### src/rtl/buffer_arbiter_pkg.sv
// Shared encodings for the buffer arbiter: buffer mode values, mode-FSM states
// and the last-operation marker used to alternate reads and writes.
package buffer_arbiter_pkg;

    localparam logic MODE_FIFO = 1'b1;
    localparam logic MODE_LIFO = 1'b0;

    typedef enum logic [1:0] {
        ST_RUN    = 2'd0,
        ST_DRAIN  = 2'd1,
        ST_SWITCH = 2'd2
    } mode_state_t;

    typedef enum logic {
        OP_READ  = 1'b0,
        OP_WRITE = 1'b1
    } op_t;

endpackage

### src/rtl/buffer_arbiter_if.sv
// Pin bundle between the arbiter (master) and the circular buffer (slave).
interface buffer_arbiter_if #(
    parameter int WIDTH = 32
);
    // Strobe semantics: buf_wr and buf_rd are single-cycle commands that the
    // buffer accepts unconditionally on the rising edge they are high; the
    // master only raises buf_wr when !buf_full and buf_rd when !buf_empty, and
    // never both together. buf_out holds the word popped by the last buf_rd.
    logic             buf_wr;
    logic             buf_rd;
    logic             buf_fifo;
    logic [WIDTH-1:0] buf_in;
    logic             buf_full;
    logic             buf_empty;
    logic [WIDTH-1:0] buf_out;

    modport master (
        output buf_wr, buf_rd, buf_fifo, buf_in,
        input  buf_full, buf_empty, buf_out
    );

    modport slave (
        input  buf_wr, buf_rd, buf_fifo, buf_in,
        output buf_full, buf_empty, buf_out
    );

endinterface

### src/rtl/buffer_arbiter_rr_arbiter.sv
// Round-robin grant over REQ requesters; the pointer moves past the winner only
// when the grant is actually used (en high).
module rr_arbiter #(
    parameter int REQ = 4
) (
    input  logic           clk,
    input  logic           rst,
    input  logic [REQ-1:0] req,
    input  logic           en,
    output logic [REQ-1:0] gnt
);

    localparam int PW = (REQ > 1) ? $clog2(REQ) : 1;

    logic [PW-1:0] ptr;
    logic [PW-1:0] sel;
    logic [PW-1:0] idx;
    logic          found;

    always_comb begin
        gnt   = '0;
        sel   = '0;
        idx   = '0;
        found = 1'b0;
        for (int i = 0; i < REQ; i++) begin
            idx = PW'((int'(ptr) + i) % REQ);
            if (!found && req[idx]) begin
                found = 1'b1;
                sel   = idx;
            end
        end
        if (en && found) gnt[sel] = 1'b1;
    end

    always_ff @(posedge clk) begin
        if (rst) begin
            ptr <= '0;
        end else if (en && found) begin
            ptr <= (sel == PW'(REQ - 1)) ? '0 : sel + PW'(1);
        end
    end

endmodule

### src/rtl/buffer_arbiter.sv
// Shares one circular buffer among REQ writers and one reader, alternating
// reads and writes and changing FIFO/LIFO mode only once the buffer is empty.
module buffer_arbiter
    import buffer_arbiter_pkg::*;
#(
    parameter int WIDTH = 32,
    parameter int DEPTH = 4,
    parameter int REQ   = 4
) (
    input  logic                       clk,
    input  logic                       rst,
    input  logic [REQ-1:0]             wr_req,
    input  logic [REQ*WIDTH-1:0]       wr_data,
    output logic [REQ-1:0]             wr_gnt,
    input  logic                       rd_req,
    output logic                       rd_valid,
    output logic [WIDTH-1:0]           rd_data,
    input  logic                       mode_sel,
    output logic                       mode_busy,
    output logic [$clog2(DEPTH+1)-1:0] level,
    output logic                       almost_full,
    output mode_state_t                mode_state,
    buffer_arbiter_if.master           bus
);

    localparam int LW = $clog2(DEPTH + 1);

    mode_state_t      state;
    mode_state_t      state_nx;
    op_t              last_op;
    logic             fifo_q;
    logic             rd_pend;
    logic             write_ok;
    logic             read_ok;
    logic             do_write;
    logic             do_read;
    logic [WIDTH-1:0] buf_in_w;

    assign write_ok = (|wr_req) && (level < LW'(DEPTH)) && !bus.buf_full && (state == ST_RUN);
    assign read_ok  = rd_req && (level != '0) && !bus.buf_empty && (state != ST_SWITCH);

    // When both sides are eligible the opposite of the last issued op wins.
    assign do_write = write_ok && (!read_ok || (last_op == OP_READ));
    assign do_read  = read_ok && (!write_ok || (last_op == OP_WRITE));

    rr_arbiter #(.REQ(REQ)) u_rr (
        .clk (clk),
        .rst (rst),
        .req (wr_req),
        .en  (do_write),
        .gnt (wr_gnt)
    );

    always_comb begin
        buf_in_w = '0;
        for (int i = 0; i < REQ; i++) begin
            if (wr_gnt[i]) buf_in_w = wr_data[i*WIDTH +: WIDTH];
        end
    end

    assign bus.buf_wr   = do_write;
    assign bus.buf_rd   = do_read;
    assign bus.buf_in   = buf_in_w;
    assign bus.buf_fifo = fifo_q;

    assign almost_full = (level >= LW'(DEPTH - 1));
    assign mode_state  = state;

    always_comb begin
        state_nx  = state;
        mode_busy = 1'b0;
        case (state)
            ST_RUN: begin
                if (mode_sel != fifo_q) begin
                    state_nx  = ST_DRAIN;
                    mode_busy = 1'b1;
                end
            end
            ST_DRAIN: begin
                mode_busy = 1'b1;
                if (mode_sel == fifo_q) state_nx = ST_RUN;
                else if (level == '0)   state_nx = ST_SWITCH;
            end
            ST_SWITCH: begin
                mode_busy = 1'b1;
                state_nx  = ST_RUN;
            end
            default: state_nx = ST_RUN;
        endcase
    end

    always_ff @(posedge clk) begin
        if (rst) begin
            state    <= ST_RUN;
            fifo_q   <= MODE_FIFO;
            last_op  <= OP_READ;
            level    <= '0;
            rd_pend  <= 1'b0;
            rd_valid <= 1'b0;
            rd_data  <= '0;
        end else begin
            state <= state_nx;
            if (state == ST_SWITCH) fifo_q <= mode_sel;
            if (do_write) begin
                last_op <= OP_WRITE;
                level   <= level + LW'(1);
            end else if (do_read) begin
                last_op <= OP_READ;
                level   <= level - LW'(1);
            end
            // The buffer registers its output on buf_rd, so capture one cycle later.
            rd_pend  <= do_read;
            rd_valid <= rd_pend;
            if (rd_pend) rd_data <= bus.buf_out;
        end
    end

endmodule

### src/flat_wrapper.sv
// flat-port wrapper written by rule: the top's interface ports become plain ports
module buffer_arbiter_flat import buffer_arbiter_pkg::*;
#(
    parameter int WIDTH = 32,
    parameter int DEPTH = 4,
    parameter int REQ   = 4
)
  (clk, rst, wr_req, wr_data, wr_gnt, rd_req, rd_valid, rd_data, mode_sel, mode_busy, level, almost_full, mode_state, bus_buf_wr, bus_buf_rd, bus_buf_fifo, bus_buf_in, bus_buf_full, bus_buf_empty, bus_buf_out);
  buffer_arbiter_if #(.WIDTH(WIDTH)) bus_i ();
  input  logic clk;
  input  logic rst;
  input  logic [REQ-1:0] wr_req;
  input  logic [REQ*WIDTH-1:0] wr_data;
  output logic [REQ-1:0] wr_gnt;
  input  logic rd_req;
  output logic rd_valid;
  output logic [WIDTH-1:0] rd_data;
  input  logic mode_sel;
  output logic mode_busy;
  output logic [$clog2(DEPTH+1)-1:0] level;
  output logic almost_full;
  output mode_state_t mode_state;
  output wire logic [$bits(bus_i.buf_wr)-1:0] bus_buf_wr;
  output wire logic [$bits(bus_i.buf_rd)-1:0] bus_buf_rd;
  output wire logic [$bits(bus_i.buf_fifo)-1:0] bus_buf_fifo;
  output wire logic [$bits(bus_i.buf_in)-1:0] bus_buf_in;
  input wire logic [$bits(bus_i.buf_full)-1:0] bus_buf_full;
  input wire logic [$bits(bus_i.buf_empty)-1:0] bus_buf_empty;
  input wire logic [$bits(bus_i.buf_out)-1:0] bus_buf_out;
  assign bus_buf_wr = bus_i.buf_wr;
  assign bus_buf_rd = bus_i.buf_rd;
  assign bus_buf_fifo = bus_i.buf_fifo;
  assign bus_buf_in = bus_i.buf_in;
  assign bus_i.buf_full = bus_buf_full;
  assign bus_i.buf_empty = bus_buf_empty;
  assign bus_i.buf_out = bus_buf_out;
  buffer_arbiter #(.WIDTH(WIDTH), .DEPTH(DEPTH), .REQ(REQ)) u_core (.clk(clk), .rst(rst), .wr_req(wr_req), .wr_data(wr_data), .wr_gnt(wr_gnt), .rd_req(rd_req), .rd_valid(rd_valid), .rd_data(rd_data), .mode_sel(mode_sel), .mode_busy(mode_busy), .level(level), .almost_full(almost_full), .mode_state(mode_state), .bus(bus_i));
endmodule
### config.mk
export PLATFORM = sky130hd
export DESIGN_NAME = buffer_arbiter_flat
export DESIGN_NICKNAME = d
export VERILOG_FILES = /design/src/rtl/buffer_arbiter_pkg.sv /design/src/rtl/buffer_arbiter_if.sv /design/src/rtl/buffer_arbiter_rr_arbiter.sv /design/src/rtl/buffer_arbiter.sv /design/src/flat_wrapper.sv
export SDC_FILE = /design/constraint.sdc
export NUM_CORES = 1
export LEC_CHECK = 0
export CAP_MARGIN = 10
export CELL_PAD_IN_SITES_DETAIL_PLACEMENT = 2
export CELL_PAD_IN_SITES_GLOBAL_PLACEMENT = 2
export CORE_UTILIZATION = 16
export CTS_CLUSTER_DIAMETER = 80
export DETAILED_ROUTE_END_ITERATION = 6
export PLACE_DENSITY = 0.95
export SKIP_CTS_REPAIR_TIMING = 1
export SLEW_MARGIN = 0
export SYNTH_ARGS = -nofsm -noshare
export SYNTH_HDL_FRONTEND = slang
export SYNTH_SLANG_ARGS = --single-unit
### constraint.sdc
create_clock -name clk -period 5.1 [get_ports clk]
set_clock_uncertainty 0.2 [all_clocks]
set_input_delay 1.02 -clock clk [delete_from_list [all_inputs] [get_ports clk]]
set_output_delay 1.02 -clock clk [all_outputs]
set_load 0.03 [all_outputs]
# Yosys cells after proc, flatten, opt, wreduce, memory -nomap -nowiden
# Cells that the tools add are included.
word_totals:
  register_bits: 43
  latchBits: 0
  mem_bits_rw: 0
  romBits: 0
  inputBits: 170
  output_inout_bits: 79
  word_cells: 94
  memories: 0
classes:
  add_sub_neg: 6
  n_mul: 0
  div: 0
  n_lt_le_gt_ge: 8
  eq_ne: 8
  shifts: 0
  muxes: 34
  bitwise: 1
  reduce_logical: 29
ops:
  columns: ["operator", "n"]
  rows:
  - ["$mux W32", 4]
  - ["$mux W2", 8]
  - ["$lt A2 B3 Y1 const B", 5]
  - ["$logic_and A1 B1 Y1", 13]
  - ["$mux W1", 12]
  - ["$bmux W1 S2", 4]
  - ["$logic_not A1 Y1", 7]
  - ["$mux W3", 2]
  - ["$add A2 B1 Y2 const B", 2]
  - ["$add A2 B2 Y2 const B", 2]
  - ["$eq A2 B2 Y1 const B", 2]
  - ["$mux W4", 1]
  - ["$ne A2 B2 Y1 const B", 2]
  - ["$pmux W2 S2", 1]
  - ["$reduce_or A4 Y1", 1]
  - ["$add A3 B1 Y3 const B", 1]
  - ["$ge A3 B2 Y1 const B", 1]
  - ["$logic_not A3 Y1", 1]
  - ["$lt A3 B3 Y1 const B", 1]
  - ["$ne A3 B1 Y1 const B", 1]
  - ["$reduce_bool A3 Y1", 1]
  - ["$sub A3 B1 Y3 const B", 1]
  - ["$demux W1 S2", 1]
  - ["$eq A2 B1 Y1 const B", 1]
  - ["10 further kinds", 11]

# Depth between registers and ports, before layout
# Gate-level depths: netlist of the first run.
logic_depth:
  depth_word: 21
  ltp_mapped: 11
  ltp_nobuf: 10

# Cells and area by module
# A second synthesis of the first run with hierarchy kept.
hier_totals:
  cells_unflattened: 350
  hier_area_um2: 2871.5
modules_own_cells:
  columns: ["module", "n_inst", "cells_each", "area_each_um2", "seq_area_each_um2"]
  rows:
  - ["buffer_arbiter", 1, 319, 2613.8, 820.8]
  - ["rr_arbiter", 1, 31, 257.7, 40.0]

# Worst setup path before layout of the first run
# Ideal clock, no wire load.
synth_path:
  path_type: "input-to-output"
  start: "input port wr_req[2]"
  end: "output port bus_buf_in[0]"
  t_arrival_ps: 3226
  t_required_ps: 3880
  path_slack_ps: 654
  path_stages: 10
  path_buffers: 3
  cell_sequence: "nor2b_1 -> a221oi_1 -> nand2b_1 -> clkbuf_1 -> ha_1 -> and3_1 -> clkbuf_1 -> buf_2 -> a211oi_1 -> nor3_1"
synth_via:
  elab_chain_cells: 21
  word_cells_on_any_way: 38
  cone_classes: "order compare: 2; mux: 23; reduce/logical: 13"
synth_lines:
  columns: ["element", "line_no", "rtl"]
  rows:
  - ["from (decl)", "flat_wrapper.sv:12", "input logic [REQ-1:0] wr_req;"]
  - ["$bmux W1 S2", "buffer_arbiter_rr_arbiter.sv:27", "if (!found && req[idx]) begin"]
  - ["$mux W1 (implied by the code)", "buffer_arbiter_rr_arbiter.sv:27", null]
  - ["$mux W1", "buffer_arbiter_rr_arbiter.sv:27", null]
  - ["$logic_not A1 Y1", "buffer_arbiter_rr_arbiter.sv:27", null]
  - ["$logic_and A1 B1 Y1", "buffer_arbiter_rr_arbiter.sv:27", null]
  - ["$mux W1", "buffer_arbiter_rr_arbiter.sv:27", null]
  - ["$logic_not A1 Y1", "buffer_arbiter_rr_arbiter.sv:27", null]
  - ["$logic_and A1 B1 Y1", "buffer_arbiter_rr_arbiter.sv:27", null]
  - ["[... 3 more ...]", null, null]
  - ["$mux W2", "buffer_arbiter_rr_arbiter.sv:27", null]
  - ["$lt A2 B3 Y1 (implied by the code) or $ge A2 B1 Y1 (tied branches)", "buffer_arbiter_rr_arbiter.sv:32", "if (en && found) gnt[sel] = 1'b1;"]
  - ["$logic_and A1 B1 Y1 (implied by the code)", "buffer_arbiter_rr_arbiter.sv:32", null]
  - ["$mux W1 (implied by the code)", "buffer_arbiter_rr_arbiter.sv:32", null]
  - ["$demux W1 S2", "buffer_arbiter_rr_arbiter.sv:32", null]
  - ["$mux W4 *", "buffer_arbiter_rr_arbiter.sv:32", null]
  - ["$mux W32 (3 in a row)", "buffer_arbiter.sv:57", "if (wr_gnt[i]) buf_in_w = wr_data[i*WIDTH +: WIDTH];"]
  - ["$mux W32 *", "buffer_arbiter.sv:57", null]
  - ["to (decl)", "flat_wrapper.sv:26", "output wire logic [$bits(bus_i.buf_in)-1:0] bus_buf_in;"]
# Every way passes the cells marked *; elsewhere a longest branch is shown, timed or not. The select of a mux whose other input is x is not followed.

# Worst setup path in the final report of the first run
layout_path:
  start: "input port wr_req[2]"
  end: "output port bus_buf_in[16]"
# Same word-level chain as after synthesis.

==> impl_results.md, run 1 <==
* Reg2reg path depth at 8
* 1st-iter DRT viols at 71
* Slew @ Worst Pin at 1.03 ns
* Die H at 133 um
* Hold crit path type: flop to flop
* Placed Area at about 5400 sq um
* Io pins at around 250
* Clock root cell: clkbuf_16
* Remaining global-route overflow at 0
* Hold_ws at slightly above 0.3 ns
* Initial antenna violation count at 2
* VDD IR max at between 0.15 and 0.2 mV
* Setup ws final at 0.125 ns
* Starting utilization of the core area at between 10% and 20%
* GP Congestion at about 0.85
* Hold Vio Cnt, Final at 0
* Syn avg cell area at approximately 8 sq um
* Die W at 133 um
* Storage cell area at between 800 and 900 sq um
* Leak pwr at approximately 2.2 nW
* Core Rows at 47
* IO Port Bufs at 248
* Hold Path Sink: u_core.rd_data[13]
* Max transition margin at between 30% and 40%
* H-tree depth at 2
* Power Dens Cells at just over 400 nW/um^2
* Data arrival, critical path at between 3 and 4 ns
* Critical path class: input port to primary output
* Maximum clock path buffer count at 2
* CTS tree: done
* Post-synth top area cell: dfxtp_1
* Vias/cell at roughly 4.5
* Crit. End Element: primary output
* Fill count at 1893
* Worst r2r dst: u_core.level[2]
* Initial DRT Pass Iterations at 4
* Clock Pin Slew Worst Setup and Hold Paths at 0.07 ns
* Share of cells above drive strength 1 at between 10% and 20%
* Seq cells post-synth at 43
* Asr flop ratio synth at 0%
* Critical R2R Launch: u_core.level[0]
* # DRC at 0
* First-pass GRT wire length at around 23000 um
* Setup crit start kind: input port
* Num CTS Buffers at 5
* Post-Syn Area at 2770 sq um
* N_diodes at 0
* Routed Antenna Nets at 0
* WL/cell at roughly 18 um
* GR Util All Layers at between 10% and 20%
* Req. time, crit path at around 3.9 ns
* Outcome: completed
* DR vias at between 3k and 4k
* Die ar. at around 18000 sq um
* Minimum clock period at between 4 and 5 ns
* Area of the multi-input gates at between 1500 and 2000 sq um
* Max_cap viols at 0
* Area delta synth->final at 104%
* Dpl ws at approximately 0.08 ns
* Nets at 759
* Gate Count Post-Synth at 343
* Unrepaired setup endpoints after global routing: no
* Worst-Skew Late Latency at around 0.28 ns
* Critical path launch point: wr_req[2]
* Setup TNS at 0 ns
* Synth area leaders: dfxtp_1, mux2i_1, nor2_1, a211oi_1, a22oi_2
* Syn Nets at 520
* Synth top area share at 31.1%
* HPWL after DPL at between 10000 and 15000 um
* Synth cell types at between 40 and 50
* Worst hold start: u_core.rd_data[13]
* Hold Crit Depth at 2
* Post-synth EDFFs at 0
* Vias in the first global route at roughly 4.1k
* Sequential share of the synthesized area at between 30% and 40%
* Ys flop type: dfxtp_1
* Post-layout power at 2.32 mW
* Maximum fanout along the worst path at 14
* Slew Viols, Final at 0
* Register-to-register setup slack at ~2.5 ns
* Routed WL at 14800 um
* Final setup vio count at 0
* Largest net degree at the start of global routing at 34
* Clk sinks at 43
* Final instance area at approximately 5600 sq um
* Period Utilization, post-route at a little over nine tenths
* Syn. warnings at 0
* Core area at 16700 sq um
* Fmax at around 200 MHz
## cells by family (layout without fill, tap and decap cells)
group	count (synthesis)	in the layout	share of synthesized area, %
flip-flops	43	43	31.1
AO/OA/AOI/OAI	62	62	17.2
buffers and inverters	38	278	7.19
adder cells (fa/ha/maj)	7	7	3.44
XOR/XNOR	3	3	0.950
multiplexers	37	37	13.4
AND/OR/NAND/NOR	153	153	26.7
## synth_stat cells, types with 6 or more instances
master / instances
nor2_1: 60
dfxtp_1: 43
mux2i_1: 37
nand2_1: 25
nand3_1: 19
a211oi_1: 17
o22ai_1: 17
nor3_1: 16
clkbuf_1: 15
nand4_1: 14
a22oi_2: 9
buf_2: 7
ha_1: 6
## stage by stage
stage | utilization, % | std cells
2_1_floorplan | - | 343
3_3_place_gp | 32.6 | 795
3_5_place_dp | 32.6 | 795
4_1_cts | 33.6 | 803
5_1_grt | 33.8 | 803
6_report | 33.8 | 803
## layout make-up
type | count | area share, %
Tap cell | 220 | 4.88
Timing Repair Buffer | 261 | 45.9
Clock buffer | 5 | 2.22
Multi-Input combinational cell | 262 | 30.2
Clock inverter | 3 | 0.820
Inverter | 9 | 0.687
Sequential cell | 43 | 15.3
## registers in the layout, indices dropped and copies added, names as in the netlist
register / cells
u_core.bus.buf_fifo: 1
u_core.last_op: 1
u_core.level: 3
u_core.mode_state: 2
u_core.rd_data: 32
u_core.rd_pend: 1
u_core.rd_valid: 1
u_core.u_rr.ptr: 2
## power by group
| group | switching, mW | internal (mW) | leakage (nW) |
|---|---|---|---|
| combinational | 0.866 | 0.644 | 1.80 |
| sequential | 0.0628 | 0.379 | 0.349 |
| clock | 0.136 | 0.233 | 0.0804 |
## layout by cell type, fill, tap and decap left out, types with 16 or more instances in the layout
cell / instances
clkdlybuf4s50_1: 216
nor2_1: 60
dfxtp_1: 42
mux2i_1: 37
buf_4: 31
nand2_1: 25
nand3_1: 19
o22ai_1: 17
a211oi_1: 17
nor3_1: 16
## worst max-delay path, cell delays in order
cell	delay [ns]
clkdlybuf4s50_1	0.54
or4_4	0.16
and3_1	0.32
nand2_4	0.07
buf_4	0.17
nor2_1	0.78
a211oi_1	0.09
nor3_1	0.35
buf_4	0.23
## routing by layer
layer  share of wire (%)  GRT usage (%)  vias to the layer above
li1                    -              -                     1707
met1                  39           17.7                     1769
met2                  53           30.6                      151
met3                 7.2           4.30                       18
met4                 1.4           2.97                        4
met5                0.11              0                        -
## how the worst max path moves through the flow
stage	end	slack [ns]	cells after the start
detailed placement	bus_buf_in[26]	0.08	10
finish	bus_buf_in[16]	0.13	9
global route	bus_buf_in[17]	0.002	10
CTS	bus_buf_in[28]	0.07	9
floorplan	bus_buf_in[0]	0.65	10
global placement	bus_buf_in[13]	0.19	10
Power figures use the tool's default switching activity.
==> inputs of run 2 (changes only) <==
ABC_AREA = 0   (was default)
==> results of run 2 <==
Final layout, timing and power as in run 1 (identical DEF).
